**src/rtl/hamming_encoder_seq.sv**
```systemverilog
// Sequential Hamming encoder: one parity bit per clock over a valid/ready handshake.
// Define HAMMING_SECDED_EN to add the overall-parity (SECDED) cycle at code_o[0].

package hamming_pkg;
  // Smallest r with 2**r - r - 1 >= data_width.
  function automatic int calc_addr_width(input int data_width);
    int r;
    r = 1;
    while (((1 << r) - r - 1) < data_width) r++;
    return r;
  endfunction
endpackage

// Scatters data bits into non-power-of-two positions and pad bits into slot 0 and 2**i.
module hamming_pad #(
  parameter  int DATA_WIDTH  = 32,
  localparam int ADDR_WIDTH  = hamming_pkg::calc_addr_width(DATA_WIDTH),
  localparam int CODED_WIDTH = DATA_WIDTH + ADDR_WIDTH + 1
) (
  input  logic [DATA_WIDTH-1:0]  data_i,
  input  logic [ADDR_WIDTH:0]    pad_i,
  output logic [CODED_WIDTH-1:0] word_o
);
  for (genvar j = 0; j < CODED_WIDTH; j++) begin : g_pos
    if (j == 0) begin : g_opar
      assign word_o[j] = pad_i[0];
    end else if ((j & (j - 1)) == 0) begin : g_par
      assign word_o[j] = pad_i[$clog2(j) + 1];
    end else begin : g_data
      // Data index = position minus slot 0 minus the parity slots below it.
      assign word_o[j] = data_i[j - 1 - $clog2(j + 1)];
    end
  end
endmodule

module hamming_encoder_seq #(
  parameter  int DATA_WIDTH  = 32,
  localparam int ADDR_WIDTH  = hamming_pkg::calc_addr_width(DATA_WIDTH),
  localparam int CODE_BITS   = ADDR_WIDTH + 1,
  localparam int CODED_WIDTH = DATA_WIDTH + ADDR_WIDTH + 1,
  localparam int CNT_WIDTH   = $clog2(ADDR_WIDTH) + 1
) (
  input  logic                   clk_i,
  input  logic                   rst_ni,
  input  logic                   valid_i,
  output logic                   ready_o,
  input  logic [DATA_WIDTH-1:0]  data_i,
  output logic                   valid_o,
  input  logic                   ready_i,
  output logic [CODED_WIDTH-1:0] code_o,
  output logic                   busy_o
);
  typedef enum logic [1:0] {
    S_IDLE = 2'd0,
    S_CALC = 2'd1,
`ifdef HAMMING_SECDED_EN
    S_OPAR = 2'd2,
`endif
    S_OUT  = 2'd3
  } state_t;

  state_t                 r_state, w_state_next;
  logic [DATA_WIDTH-1:0]  r_data;
  logic [CNT_WIDTH-1:0]   r_cnt;
  logic [ADDR_WIDTH-1:0]  r_par, w_par_next;
  logic [CODED_WIDTH-1:0] r_code, w_word, w_final;
  logic [CODE_BITS-1:0]   w_pad_final;
  logic                   w_par_bit, w_opar, w_last;

  assign w_last = (r_cnt == CNT_WIDTH'(ADDR_WIDTH - 1));

  hamming_pad #(.DATA_WIDTH(DATA_WIDTH)) u_pad_zero (
    .data_i (r_data),
    .pad_i  ('0),
    .word_o (w_word)
  );

  // Parity k covers every position whose index has bit k set; slot 0 never contributes.
  always_comb begin
    // NOTE: every combinational output gets a default first so no latch is inferred.
    w_par_bit = 1'b0;
    for (int j = 0; j < CODED_WIDTH; j++)
      if (((j >> r_cnt) & 1) != 0) w_par_bit = w_par_bit ^ w_word[j];
  end

  // Fold the bit computed this cycle in, so the final word on OUT entry is complete.
  always_comb begin
    w_par_next = r_par;
    if (r_state == S_CALC)
      for (int k = 0; k < ADDR_WIDTH; k++)
        if (r_cnt == CNT_WIDTH'(k)) w_par_next[k] = w_par_bit;
  end

`ifdef HAMMING_SECDED_EN
  // The zero-padded word has empty parity slots, so its XOR plus the parity XOR equals ^f[CW-1:1].
  assign w_opar = (^w_word[CODED_WIDTH-1:1]) ^ (^r_par);
`else
  assign w_opar = 1'b0;
`endif

  assign w_pad_final = {w_par_next, w_opar};

  hamming_pad #(.DATA_WIDTH(DATA_WIDTH)) u_pad_final (
    .data_i (r_data),
    .pad_i  (w_pad_final),
    .word_o (w_final)
  );

  always_ff @(posedge clk_i or negedge rst_ni) begin
    // NOTE: sequential state uses non-blocking assignments so all registers update together.
    if (!rst_ni) r_state <= S_IDLE;
    else         r_state <= w_state_next;
  end

  always_comb begin
    w_state_next = r_state;
    unique case (r_state)
      S_IDLE: if (valid_i) w_state_next = S_CALC;
`ifdef HAMMING_SECDED_EN
      S_CALC: if (w_last) w_state_next = S_OPAR;
      S_OPAR: w_state_next = S_OUT;
`else
      S_CALC: if (w_last) w_state_next = S_OUT;
`endif
      S_OUT:  if (ready_i) w_state_next = S_IDLE;
      default: w_state_next = S_IDLE;
    endcase
  end

  always_comb begin
    ready_o = rst_ni && (r_state == S_IDLE);
    busy_o  = (r_state != S_IDLE);
    valid_o = (r_state == S_OUT);
  end

  always_ff @(posedge clk_i or negedge rst_ni) begin
    if (!rst_ni) begin
      r_data <= '0;
      r_cnt  <= '0;
      r_par  <= '0;
      r_code <= '0;
    end else begin
      unique case (r_state)
        S_IDLE: if (valid_i) begin
          r_data <= data_i;
          r_cnt  <= '0;
          r_par  <= '0;
        end
        S_CALC: begin
          r_par <= w_par_next;
          if (w_last) begin
`ifndef HAMMING_SECDED_EN
            r_code <= w_final;
`endif
          end else begin
            r_cnt <= r_cnt + 1'b1;
          end
        end
`ifdef HAMMING_SECDED_EN
        S_OPAR: r_code <= w_final;
`endif
        default: ;
      endcase
    end
  end

  assign code_o = r_code;
endmodule

```
**config.mk**
```make
export PLATFORM = sky130hd
export DESIGN_NAME = hamming_encoder_seq
export DESIGN_NICKNAME = d
export VERILOG_FILES = /design/src/rtl/hamming_encoder_seq.sv
export SDC_FILE = /design/constraint.sdc
export NUM_CORES = 1
export LEC_CHECK = 0
export ABC_AREA = 1
export BUFFER_PORTS_ARGS = -buffer_cell sky130_fd_sc_hd__buf_2
export CORE_UTILIZATION = 50
export DETAILED_ROUTE_END_ITERATION = 7
export PLACE_DENSITY = 0.81
export SYNTH_ARGS = -nofsm -noshare
export SYNTH_HDL_FRONTEND = slang
export SYNTH_SLANG_ARGS = --single-unit
```
**constraint.sdc**
```tcl
create_clock -name clk_i -period 2.1 [get_ports clk_i]
set_input_delay 0.105 -clock clk_i [delete_from_list [all_inputs] [get_ports clk_i]]
set_output_delay 0.105 -clock clk_i [all_outputs]
set_load 0.1 [all_outputs]
```
======== Word-level counts from Yosys, hierarchy flattened ========
Index checks and enable logic that the tools add are counted.
operators by class
  $add $sub $neg .......................... 1
  equality and inequality tests ........... 11
  shift operators ......................... 32
  mux-type cells .......................... 47
  bitwise gates (word level) .............. 31
  reductions and logical operators ........ 10
operators by type and width
  operator                                         count
  >> shifter 5 x 4 -> 1 bit, first input constant  15
  2-to-1 mux 1 bit                                 38
  >> shifter 6 x 4 -> 1 bit, first input constant  6
  XOR 1 bit                                        31
  >> shifter 4 x 4 -> 1 bit, first input constant  7
  case mux 6 bit (2 select lines)                  1
  >> shifter 3 x 4 -> 1 bit, first input constant  3
  == test 4 x 2 -> 1 bit, second input constant    2
  == test 4 x 3 -> 1 bit, second input constant    2
  2-to-1 mux 4 bit                                 2
  case mux 4 bit (2 select lines)                  1
  2-to-1 mux 2 bit                                 3
  2-to-1 mux 6 bit                                 1
  inequality test 2 bit, second input constant     3
  case mux 2 bit (3 select lines)                  1
  AND reduction 2 bit                              3
  AND reduction 3 bit                              2
  adder 4 x 1 -> 4 bit, second input constant      1
  == test 4 x 1 -> 1 bit, second input constant    1
  zero test 4 bit                                  1
  nonzero test 2 bit                               2
  >> shifter 2 x 4 -> 1 bit, first input constant  1
  == test 2 x 1 -> 1 bit, second input constant    1
  == test 2 bit, second input constant             1
  other kinds (3)                                  3
word-level totals
  register bits ........................... 82
  input bits .............................. 36
  output and inout port bits .............. 42
  word-level logic and storage cells ...... 137

======== Logic depth before layout (Yosys ltp) ========
  depth in word-level cells ............... 66
  mapped depth ............................ 22
  depth with buffers taken out ............ 21

======== Modules after synthesis ========
Synthesis repeated with hierarchy kept, for this count alone.
second synthesis, totals
  cells, all modules ...................... 692
  area, all modules ....................... 4923.5 µm²
modules (own cells, without submodules)
  module               times used  cells an instance  area an instance (µm²)  seq. area each (µm²)
  hamming_encoder_seq  1           614                4337.9                  2077.0
  hamming_pad          2           39                 292.8                   0.0

======== Worst setup path before layout ========
OpenSTA, ideal clock, no wires.
  kind .................................... register to output
  from .................................... register r_state[1]
  to ...................................... output port ready_o
  data arrival time ....................... 2275 ps
  data required time ...................... 1995 ps
  path slack .............................. -280 ps
  cell stages (with the launch flop) ...... 4
  path buffers ............................ 0
  cells stage by stage .................... dfrtp_1 nor2_1 inv_1 nor2_1
between the ends
  word-level cells in the longest chain between the ends .. 2
ends and longest elaborated chain
  what                    RTL line  RTL
  start, declared         62        state_t r_state, w_state_next;
  start signal, assigned  112       else r_state <= w_state_next;
  zero test 2 bit         131       ready_o = rst_ni && (r_state == S_IDLE);
  logical AND 1 bit       131
  end, declared           46        output logic ready_o,
Every way passes these cells.

======== Worst setup path in the final report ========
  from .................................... register r_cnt[1]
  to ...................................... register r_par[0]
between the ends
  word-level cells in the longest chain between the ends .. 66
  elaborated cells between the ends (all ways) .. 98
  those cells by class .................... shift (32); mux (34); bitwise (31); reduce/logical (1)
ends and longest elaborated chain
  what                               RTL line  RTL
  start, declared                    64        logic [CNT_WIDTH-1:0] r_cnt;
  start signal, assigned             156       r_cnt <= r_cnt + 1'b1;
  >> shifter 2 x 4 -> 1 bit          83        if (((j >> r_cnt) & 1) != 0) w_par_bit = w_par_bit ^ w_word[j];
  2-to-1 mux 1 bit                   83
  XOR 1 bit                          83
  2-to-1 mux 1 bit                   83
  XOR 1 bit                          83
  2-to-1 mux 1 bit                   83
  XOR 1 bit                          83
  2-to-1 mux 1 bit                   83
  [50 not listed]                    --
  XOR 1 bit                          83
  2-to-1 mux 1 bit                   83
  XOR 1 bit                          83
  2-to-1 mux 1 bit                   83
  XOR 1 bit                          83
  2-to-1 mux 1 bit                   83
  2-to-1 mux 1 bit *                 91        if (r_cnt == CNT_WIDTH'(k)) w_par_next[k] = w_par_bit;
  case mux 6 bit (2 select lines) *  143       unique case (r_state)
  end signal, assigned               150       r_par <= w_par_next;
  end, declared                      65        logic [ADDR_WIDTH-1:0] r_par, w_par_next;
Every way passes the cells marked *; elsewhere a longest branch is shown, timed or not.
A chain may end at the register's enable or synchronous reset.

==> impl_metrics.toml <==
[yosys]
yosysSeqAreaShare_pct = 48.36
synth_common_cells = "nand2_1 (249), dfrtp_1 (81), inv_1 (61)"
syn_area_um2 = 4192
syn_area_per_cell_um2 = 7.315
synth_top_area_cell = "dfrtp_1"
ys_seq_elements = 81
yosys-top-cells-area = "dfrtp_1 (48%), nand2_1 (22%), inv_1 (5.5%)"
yosys-mux-area-fraction_pct = 0
syn-instance-count = 573
yosys_warnings = 0
synth_top_family_by_area = "simple AND/OR/NAND/NOR gates"
synthAdderAreaFrac_pct = 1.493
synth_async_sr_flop_share_pct = 100.0
synth-edff-count = 0
yosysUniqueCellTypes = 31
syn_nets = 614
synthSimpleGateAreaFrac_pct = 32.69
synth_flop_cell = "dfrtp_1"
yosysMostFrequentCell = "nand2_1"
synth_top_cell_area_share_pct = 48.36
synth_compound_area_share_pct = 8.239
synthXorXnorAreaFrac_pct = 0.8358

[route]
ant_nets = 0
wl_um = 10990
vias = 4062
vias_per_cell = 4.924
initialDrtViolationCount = 249
dr.pass1.iters = 4
avgRoutedWirePerCell_um = 13.32
drc = 0

[clock_tree]
htree_levels = 3
cts.sinks = 81
cts_tree = "yes"
insertion_delay_ns = 0.36
clkSlewWorstSetupHoldPaths_ns = 0.09
clockRootBuffer = "clkbuf_8"
clock_path_buffers = 2
cts_made_buffers = 9

[sta]
fin_crit_sh_pct = 110.2
setup_viol = 11
slew_violations = 0
hold_viol_final = 0
layout_min_cycle_time_ns = 2.314
fin_ws_ns = -0.2141
whs_ns = 0.1138
fmax_ghz = 0.4321
rsz0062_at_grt = "yes"
finClkSkew_ns = 0.008127

[worst_setup_path]
path_common_cell = "nand2_1"
cp_data_required_time_ns = 2.35
r2r_slack_ns = -0.21
critPathCapture = "r_par[0]"
critPathMaxStageDelay_ns = 0.46
arrival_ns = 2.57
crit_start = "r_cnt[1]"
slowest_stage = "dfrtp_2"
worstReg2RegEnd = "r_par[0]"
rr_worst_depth = 19
reg2reg_from = "r_cnt[1]"
worstSetupPathType = "register to register"
cp.depth = 19
start_kind = "register"
critPathTopFamily = "simple AND/OR/NAND/NOR gates"
cp_cell_sequence = "inv_4, ha_4, inv_2, nand2_2, nand2_1, xor2_1, inv_1, nand2_1, nand2_2, nand2_1, nand2_1, nand2_1, nand2_1, nand2_2, inv_2, nand2_4, nand3_4, nand2_2, o21ai_2"
path_max_fanout = 6
cp-end-kind = "register"
cp_num_buf_inv = 4

[floorplan]
core_area_um2 = 8175
initial_core_util_pct = 51.27
die_y_um = 93.56
die_x_um = 93.56
ios = 78
rows = 33
dieArea_um2 = 8753

[outcome]
violations = "setup timing"
status = "finished with violations"

[placement]
place_congestion = 0.9221
dp_hpwl_um = 7574
io_buffers = 76

[grt]
grt_pass1_wl_um = 17740
grt_use_total_pct = 26.43
antenna_found_initial = 0
grt_pass1_vias = 3930
grt_max_degree = 82
grt_overflow_total = 0

[finish]
layout-drive-gt1-share_pct = 28.61
fillers = 690
area_growth_pct = 36.66
layout.nets = 756
insertedDiodeCount = 0

[hold_path]
hp-class = "input pin to register"

[job]
cap_violations = 0
metal layers:
layer / vias up / track usage [%] / share of wire, %
met5: - / 0 / 0
met4: 0 / 10.13 / 1.8
met3: 18 / 3.415 / 4.2
met2: 78 / 46.57 / 50
met1: 1910 / 32.91 / 44
li1: 2056 / - / -
per-stage QoR:
| step | util, % | area (µm²) | cells | setup slack, ns | setup TNS (ns) |
|---|---|---|---|---|---|
| finish | 70.06 | 5728 | 825 | -0.2141 | -1.922 |
| global route | 70.06 | 5728 | 825 | -0.3479 | -3.891 |
| detailed placement | 60.79 | 4970 | 771 | -0.2954 | -2.951 |
| floorplan | - | 4230 | 573 | 0.006112 | 0 |
| global placement | 60.79 | 4970 | 771 | -0.1569 | -1.595 |
| CTS | 68.12 | 5569 | 825 | -0.1325 | -1.188 |
flip-flops by register name, indices dropped and copies added (netlist names):
name     flops
r_data      32
r_cnt        4
r_state      2
r_par        5
code_o      38
layout make-up:
type	instances	area [µm²]	area share, %
clock inverters	5	40.04	0.6990
clock buffers	11	141.4	2.468
well taps	105	131.4	2.294
multi-input cells	406	2047	35.74
flip-flops and latches	81	2031	35.45
inverters	67	256.5	4.478
repair buffers	150	1081	18.87
cells in the final DEF (no fill, tap or decap), types with 3 or more instances in the layout:
cell type	count
a21oi_1	11
buf_12	4
buf_2	75
buf_4	35
clkbuf_8	10
clkinvlp_4	3
dfrtp_1	78
dfrtp_2	3
dlygate4sd3_1	34
inv_1	57
inv_2	8
nand2_1	234
nand2_2	20
nand2_4	5
nand3_1	14
nand3_2	12
nand3_4	4
nand4_1	5
nor2_1	23
nor2_2	5
nor2_4	4
o21ai_0	42
o21ai_1	4
o21ai_2	3
worst min path at each step:
stage                      end  slack, ns    start  cells past startpoint
finish              r_state[0]       0.11  valid_i                      4
global route        r_state[0]       0.14  valid_i                      4
CTS                 r_state[0]       0.12  valid_i                      4
detailed placement   r_data[5]       0.21   rst_ni                      2
global placement    code_o[13]       0.21   rst_ni                      2
floorplan           code_o[10]      -0.19   rst_ni                      0
what timing repair did:
item / CTS / global route
pin swaps: 2 / 16
setup buffers: 4 / 0
gates cloned: 0 / 0
setup endpoints to repair: 11 / 31
hold buffers: 34 / 0
gates resized for setup: 19 / 40
endpoints found under the hold margin: 115 / 0
worst reg2reg max path, delay by kind of cell (launching register included):
kind | cells | cell delay [ns]
and+or+nand+nor | 12 | 0.95
adders and majority gates | 1 | 0.24
buffers and inverters | 4 | 0.33
AOI/OAI and AO/OA | 1 | 0.06
DFF | 1 | 0.46
xor gates and xnor gates | 1 | 0.19
kinds of logic (layout without fill, tap and decap cells):
kind of cell	Yosys count	in the layout
xor+xnor	4	4
buf+inv	86	233
compound gates	67	67
fa+ha+maj	5	5
other cells	1	1
simple gates	329	329
flops	81	81
Power is left out: the tool's default activity adds up to more than one toggle a clock period on the data nets, which glitch-free logic cannot reach.
